--- config.mk ---
export PLATFORM = sky130hd
export DESIGN_NAME = delta_ladder_counter
export DESIGN_NICKNAME = d
export VERILOG_FILES = /design/src/rtl/delta_pkg.sv /design/src/rtl/delta_step_calc.sv /design/src/rtl/delta_ladder_counter.sv
export SDC_FILE = /design/constraint.sdc
export NUM_CORES = 1
export LEC_CHECK = 0
export ABC_AREA = 1
export CAP_MARGIN = 20
export CORE_UTILIZATION = 45
export CTS_BUF_LIST = sky130_fd_sc_hd__clkbuf_8 sky130_fd_sc_hd__clkbuf_16
export CTS_CLUSTER_SIZE = 40
export DETAILED_ROUTE_END_ITERATION = 12
export MAX_ROUTING_LAYER = met4
export PLACE_DENSITY = 0.84
export SETUP_SLACK_MARGIN = 0.02
export SLEW_MARGIN = 0
export SYNTH_ARGS = -nofsm -noshare
export SYNTH_HDL_FRONTEND = slang
export SYNTH_HIERARCHICAL = 1
export SYNTH_SLANG_ARGS = --single-unit
--- constraint.sdc ---
create_clock -name clk -period 2.1 [get_ports clk]
set_clock_uncertainty 0.1 [all_clocks]
set_input_delay 0.42 -clock clk [delete_from_list [all_inputs] [get_ports clk]]
set_output_delay 0.42 -clock clk [all_outputs]
set_load 0.05 [all_outputs]
--- src/rtl/delta_pkg.sv ---
// Shared types and constants for the delta ladder counter.
package delta_pkg;

  typedef enum logic [1:0] {
    MODE_WRAP   = 2'b00,
    MODE_SAT    = 2'b01,
    MODE_BOUNCE = 2'b10,
    MODE_RSVD   = 2'b11
  } mode_e;

  localparam logic DIR_UP   = 1'b1;
  localparam logic DIR_DOWN = 1'b0;

endpackage

--- src/rtl/delta_step_calc.sv ---
// Combinational next-count calculation for one enabled step, including the
// wrap / saturate / bounce boundary handling.
module delta_step_calc
  import delta_pkg::*;
#(
  parameter int WIDTH   = 4,
  parameter int DELTA_W = 3,
  parameter int MIN_VAL = 0,
  parameter int MAX_VAL = 2**WIDTH-1
) (
  input  logic [WIDTH-1:0]   count,
  input  logic [DELTA_W-1:0] delta,
  input  logic               dir,
  input  mode_e              mode,
  output logic [WIDTH-1:0]   next_count,
  output logic               next_dir,
  output logic               overflow
);

  localparam int RW = WIDTH + 2;
  localparam logic signed [RW-1:0] MIN_S     = RW'(MIN_VAL);
  localparam logic signed [RW-1:0] MAX_S     = RW'(MAX_VAL);
  localparam logic signed [RW-1:0] SPAN_S    = RW'(MAX_VAL - MIN_VAL + 1);
  localparam logic signed [RW-1:0] TWO_MIN_S = RW'(2 * MIN_VAL);
  localparam logic signed [RW-1:0] TWO_MAX_S = RW'(2 * MAX_VAL);

  logic signed [RW-1:0] count_s;
  logic signed [RW-1:0] delta_s;
  logic signed [RW-1:0] raw;
  logic signed [RW-1:0] result;
  logic                 unused_hi_bits;

  assign count_s = signed'({2'b00, count});
  assign delta_s = signed'({{(RW-DELTA_W){1'b0}}, delta});
  assign raw     = dir ? (count_s + delta_s) : (count_s - delta_s);

  // A zero step never moves the count or reverses direction, even at a bound.
  always_comb begin
    result   = count_s;
    next_dir = dir;
    overflow = 1'b0;
    if (delta == '0) begin
      result = count_s;
    end else if (raw > MAX_S) begin
      overflow = 1'b1;
      case (mode)
        MODE_WRAP:   result = raw - SPAN_S;
        MODE_BOUNCE: begin
          result   = TWO_MAX_S - raw;
          next_dir = DIR_DOWN;
        end
        default:     result = MAX_S;
      endcase
    end else if (raw < MIN_S) begin
      overflow = 1'b1;
      case (mode)
        MODE_WRAP:   result = raw + SPAN_S;
        MODE_BOUNCE: begin
          result   = TWO_MIN_S - raw;
          next_dir = DIR_UP;
        end
        default:     result = MIN_S;
      endcase
    end else begin
      result = raw;
      if (mode == MODE_BOUNCE) begin
        if ((dir == DIR_UP) && (raw == MAX_S))
          next_dir = DIR_DOWN;
        else if ((dir == DIR_DOWN) && (raw == MIN_S))
          next_dir = DIR_UP;
      end
    end
  end

  // Every result lands inside the count range, so the top two bits are zero.
  assign next_count     = result[WIDTH-1:0];
  assign unused_hi_bits = ^result[RW-1:WIDTH];

endmodule

--- src/rtl/delta_ladder_counter.sv ---
// Bounded step counter: adds or subtracts a programmable delta each enabled
// cycle, with run-time selectable wrap, saturate or bounce boundaries.
module delta_ladder_counter
  import delta_pkg::*;
#(
  parameter int WIDTH   = 4,
  parameter int DELTA_W = 3,
  parameter int MIN_VAL = 0,
  parameter int MAX_VAL = 2**WIDTH-1
) (
  input  logic               clk,
  input  logic               resetn,
  input  logic               en,
  input  logic               load,
  input  logic [WIDTH-1:0]   load_val,
  input  logic [DELTA_W-1:0] delta,
  input  logic               direction,
  input  logic [1:0]         mode,
  output logic [WIDTH-1:0]   count,
  output logic [DELTA_W-1:0] current,
  output logic               dir_q,
  output logic               bound_hit,
  output logic               at_max,
  output logic               at_min
);

  localparam logic [WIDTH-1:0] MIN_W = WIDTH'(MIN_VAL);
  localparam logic [WIDTH-1:0] MAX_W = WIDTH'(MAX_VAL);

  if (!((MIN_VAL < MAX_VAL) && (MAX_VAL <= 2**WIDTH-1))) begin : g_bad_range
    $error("delta_ladder_counter: need MIN_VAL < MAX_VAL <= 2**WIDTH-1");
  end
  if ((2**DELTA_W-1) > (MAX_VAL - MIN_VAL)) begin : g_bad_delta
    $error("delta_ladder_counter: largest step must not exceed MAX_VAL-MIN_VAL");
  end

  mode_e            mode_sel;
  logic             step_dir;
  logic [WIDTH-1:0] step_count;
  logic             step_dir_next;
  logic             step_overflow;
  logic [WIDTH-1:0] load_clamped;

  assign mode_sel = mode_e'(mode);

  // Bounce keeps its own travelling direction; the other modes follow the input.
  assign step_dir = (mode_sel == MODE_BOUNCE) ? dir_q : direction;

  delta_step_calc #(
    .WIDTH   (WIDTH),
    .DELTA_W (DELTA_W),
    .MIN_VAL (MIN_VAL),
    .MAX_VAL (MAX_VAL)
  ) u_step_calc (
    .count      (count),
    .delta      (delta),
    .dir        (step_dir),
    .mode       (mode_sel),
    .next_count (step_count),
    .next_dir   (step_dir_next),
    .overflow   (step_overflow)
  );

  always_comb begin
    load_clamped = load_val;
    if (int'(load_val) < MIN_VAL)
      load_clamped = MIN_W;
    else if (int'(load_val) > MAX_VAL)
      load_clamped = MAX_W;
  end

  // Load wins over enable; bound_hit is a one-cycle pulse cleared by any non-step cycle.
  always_ff @(posedge clk or negedge resetn) begin
    if (!resetn) begin
      count     <= MIN_W;
      current   <= '0;
      dir_q     <= DIR_UP;
      bound_hit <= 1'b0;
    end else if (load) begin
      count     <= load_clamped;
      dir_q     <= direction;
      current   <= '0;
      bound_hit <= 1'b0;
    end else if (en) begin
      count     <= step_count;
      dir_q     <= step_dir_next;
      current   <= delta;
      bound_hit <= step_overflow;
    end else begin
      bound_hit <= 1'b0;
    end
  end

  assign at_max = (count == MAX_W);
  assign at_min = (count == MIN_W);

endmodule

* Word-level counts from Yosys, hierarchy flattened *
Cells that the tools add are included.
W data, S select, Z words.

storage, ports and cells
  register bits = 9

cells by class
  equal/unequal tests = 4
  mux-type cells = 26
  bitwise gates (word level) = 1
  add/subtract/negate cells = 6
  $lt $le $gt $ge = 2
  reduce and logical (&&, ||, !) cells = 8

operator list
  operator               number
  $mux W4                5
  $mux W1                16
  $pmux W4 S2            2
  $eq A6 B5 Y1 const B   1
  $gt A6 B5 Y1 const B   1
  $logic_not A6 Y1       1
  $lt A6 B1 Y1 const B   1
  $mux W3                2
  $mux W6                1
  $add A4 B3 Y5          1
  $sub A4 B3 Y5          1
  $add A4 B1 Y4 const B  1
  $eq A4 B4 Y1 const B   1
  $logic_not A4 Y1       1
  $sub A1 B4 Y4 const A  1
  $sub A2 B4 Y4 const A  1
  $sub A4 B1 Y4 const B  1
  $logic_not A3 Y1       1
  $eq A2 B2 Y1 const B   1
  $logic_and A1 B1 Y1    2
  $logic_not A2 Y1       1
  $ne A2 B2 Y1 const B   1
  $reduce_and A2 Y1      1
  $reduce_bool A2 Y1     1
  $not A1 Y1             1

* Depth between registers and ports, before layout *
  word-level depth = 13
  mapped depth = 20
  mapped depth without buffers = 20

* Cells and area by module *
The synthesis kept the hierarchy.

modules (own cells, without submodules)
  module                times used  cells an instance  area an instance (um^2)
  delta_step_calc       1           129                678.2
  delta_ladder_counter  1           55                 450.4

* Worst setup path before layout *
No wires, ideal clock.

  path type = flip-flop to flip-flop
  from = register count[0]
  to = register count[2]
  data arrival time = 2477 ps
  path slack = -546 ps
  path buffers = 0
  required time = 1932 ps
  stages on the path, launching flop included = 16
  cells stage by stage = dfrtp_1 > inv_1 > ha_1 > inv_1 > fa_1 > inv_1 > nand2_2 > nand2_2 > inv_2 > ha_1 > nor2_1 > xor2_1 > nand2_1 > a31oi_1 > nand3_1 > nand3_1

between the ends
  word-level cells in the longest chain between the ends = 9
  elaborated cells between the ends (all ways) = 16

RTL lines
  element                                                RTL line                                      source
  from (decl)                                            delta_ladder_counter.sv:19                    output logic [WIDTH-1:0] count,
  from (signal assigned)                                 delta_ladder_counter.sv:80                    count <= load_clamped;
  from (signal assigned)                                 delta_ladder_counter.sv:85                    count <= step_count;
  $sub A4 B3 Y5 / $add A4 B3 Y5 (equally long branches)  delta_step_calc.sv:35                         assign raw = dir ? (count_s + delta_s) : (count_s - delta_s);
  $mux W6 (*)                                            delta_step_calc.sv:35
  $sub A1 B4 Y4 / $add A4 B1 Y4 (equally long branches)  delta_step_calc.sv:59, delta_step_calc.sv:57
  $pmux W4 S2                                            delta_step_calc.sv:56                         case (mode)
  $mux W4                                                delta_step_calc.sv:54                         end else if (raw < MIN_S) begin
  $mux W4 (*)                                            delta_step_calc.sv:44                         end else if (raw > MAX_S) begin
  $mux W4 (*)                                            delta_step_calc.sv:42                         if (delta == '0) begin
  net step_count[2]                                      delta_ladder_counter.sv:39                    logic [WIDTH-1:0] step_count;
  $mux W4 (*)                                            delta_ladder_counter.sv:84                    end else if (en) begin
  $mux W4 (*)                                            delta_ladder_counter.sv:79                    end else if (load) begin

The timed path passes the listed nets; every way through them passes the cells marked *. The select of a mux whose other input is x is not followed.
A chain may end at the register's enable or synchronous reset.

* Worst setup path in the final report *
  from = register count[0]
  to = register count[1]

Same word-level chain as after synthesis.

==> results_dict.tcl <==
set metrics [dict create \
    run_status "finished, violations left" \
    violations "setup timing" \
    grt_first_pass_wirelength_mm 5.471 \
    gp_congestion 0.9545 \
    cts.sinks 9 \
    overflow 0 \
    p_leak_uw 0.0009255 \
    critPathKind "reg -> reg" \
    vias 1353 \
    htreeDepth 1 \
    synth.area.top_cells "nand2_1 23%, dfrtp_1 18%, nand3_1 11%" \
    wirelength_mm 3.444 \
    syn_area_um2 1129 \
    viasPerCell 5.106 \
    synth.avg_cell_area_um2 6.134 \
    grt_max_degree 11 \
    nets 263 \
    antenna_left 0 \
    die_y_um 52.08 \
    crit_arrival_ns 2.50 \
    fin_ws_ns -0.3341 \
    yosysTopAreaCell "nand2_1" \
    num_io_pins 25 \
    grt_usage 0.2811 \
    max-slew-margin-rel 0.6540 \
    antenna_found_initial 0 \
    min_period_ns 2.434 \
    dieArea_um2 2712 \
    synthesis.nets 209 \
    tns_ns -1.101 \
    fill_cells 164 \
    internal-power_uw 666.2 \
    slew_violations 0 \
    yosysWarnings 6 \
    coreArea_um2 2297 \
    crit_path_max_fanout 4 \
    switching_share 0.4623 \
    critical_path_required_ns 2.16 \
    antenna_cells 0 \
    setup_viol 5 \
    worstSkewPairLatency_ns 0.23 \
    grt_pass1_vias 1297 \
    dpl_worst_slack_ns -0.8866 \
    synth_cell_types 23 \
    synth_top_area_frac 0.2295 \
    min_period_over_period 1.159 \
    avgRoutedWirePerCell_um 13.00 \
    dr.pass1.iters 5 \
    cap_violations 0 \
    num_rows 17 \
    power_density_nw_per_um2 700.3 \
    switching_power_uw 572.8 \
    drtIter0Drc 53 \
    min_path_type "reg -> reg" \
    seq_area_frac_synth 0.2007 \
    drive_gt1_frac 0.3713 \
    final_cell_mix "62 x nand2_1, 32 x buf_4, 22 x nand3_1" \
    ir_drop_mv 0.6691 \
    ys_seq_elements 9 \
    syn2layout_area_growth_pct 56.76 \
    cts_made_buffers 3 \
    fmax_mhz 410.8 \
    path_clk_slew_ns 0.04 \
    root_buffer "clkbuf_8" \
    fin_area_um2 1769 \
    netlist_instances 184 \
    rsz0062_at_grt "true" \
    dp_cells 256 \
    tightestPinTransition_ns 0.5174 \
    hold_buffers 0 \
    hold_slack_ns 0.3711 \
    hpwl_mm 2.422 \
    critPathLaunchType "flip-flop" \
    placed_cell_area_um2 1574 \
    mostFrequentLayoutCell "nand2_1" \
    finalNonFillerCells 265 \
    p_seq_frac 0.180 \
    cts_buffer_depth 2 \
    initial_core_util 0.4913 \
    p_clk_frac 0.156 \
    drcViolationCount 0 \
    portBuffers 24 \
    p_comb_frac 0.663 \
    cts_tree "built" \
    hold_viol 0 \
    die_w_um 52.08 \
    end_kind "flip-flop" \
]
power by group through the flow:
stage,combinational (uW),clock [uW],sequential (uW)
final,822,194,223
after CTS,733,199,222
after global routing,893,209,226
after floorplan,367,0,291
after global placement,657,0,222
after detailed placement,669,0,223
critical path: stages, from the launching register on:
cell	delay [ns]
dfrtp_2	0.43
inv_2	0.09
ha_4	0.12
inv_2	0.04
fa_2	0.53
inv_2	0.04
nand2_2	0.06
nand2_4	0.08
inv_4	0.09
ha_4	0.20
nand2_4	0.08
nand2_4	0.05
a21oi_2	0.12
nand2_1	0.06
nand2_1	0.08
nand3_1	0.09
nand3_1	0.11
through the flow:
stage / total power, uW / util
2_1_floorplan: 658.4 / -
3_3_place_gp: 878.2 / 0.6852
3_5_place_dp: 891.8 / 0.6852
4_1_cts: 1154 / 0.7391
5_1_grt: 1327 / 0.7702
6_report: 1239 / 0.7702
cell type report:
type | instances | area [um^2] | area share
multi-input combinational | 143 | 895.9 | 0.5064
timing repair buffer | 51 | 449.2 | 0.2539
sequential | 9 | 229.0 | 0.1294
inverter | 30 | 115.1 | 0.06506
clock buffer | 3 | 41.29 | 0.02334
tap | 28 | 35.03 | 0.01980
clock inverter | 1 | 3.754 | 0.002122
cells in the mapped netlist (all sizes together):
library cell  count
buf               2
dfstp             1
o211ai            2
nand3            25
nor2             15
a31oi             1
o21ai             3
ha                9
xor2              2
dfrtp             8
nor3              4
inv              30
fa                2
nand2            75
a21oi             5
cell families after synthesis:
kind of cell,Yosys count,share of synthesized area
AOI/OAI and AO/OA,11,0.06209
xor gates and xnor gates,2,0.01552
adders and majority gates,11,0.1353
buffers and inverters,32,0.1197
DFF,9,0.2007
and+or+nand+nor,119,0.4668
state kept, by name, summed over array words and instances, names as in the netlist:
register and flops:
bound_hit 1, count 4, dir_q 1, current 3
metal layers:
layer / track usage / vias to the layer above / share of wire
li1: - / 675 / -
met1: 0.3416 / 615 / 0.42
met2: 0.4850 / 59 / 0.51
met3: 0.04678 / 4 / 0.058
met4: 0.05856 / 0 / 0.0052
met5: - / - / 0
timing repair:
item                       4_1_cts  5_1_grt
setup endpoints to repair        6        5
hold endpoints to repair         0        0
pin swaps                       18       16
gates cloned                     0        0
setup buffers                    3        2
gates resized for setup         19       18
path summary, 6_finish.rpt:
kind,slack (ns),to,cells past startpoint,startpoint
max,-0.33,count[1],16,count[0]
min,0.37,current[0],2,current[0]
max reg2reg,-0.33,count[1],16,count[0]
min reg2reg,0.37,current[0],2,current[0]
max in group asynchronous,1.21,dir_q,1,resetn
min in group asynchronous,0.38,current[2],1,resetn
Power figures use the tool's default switching activity.
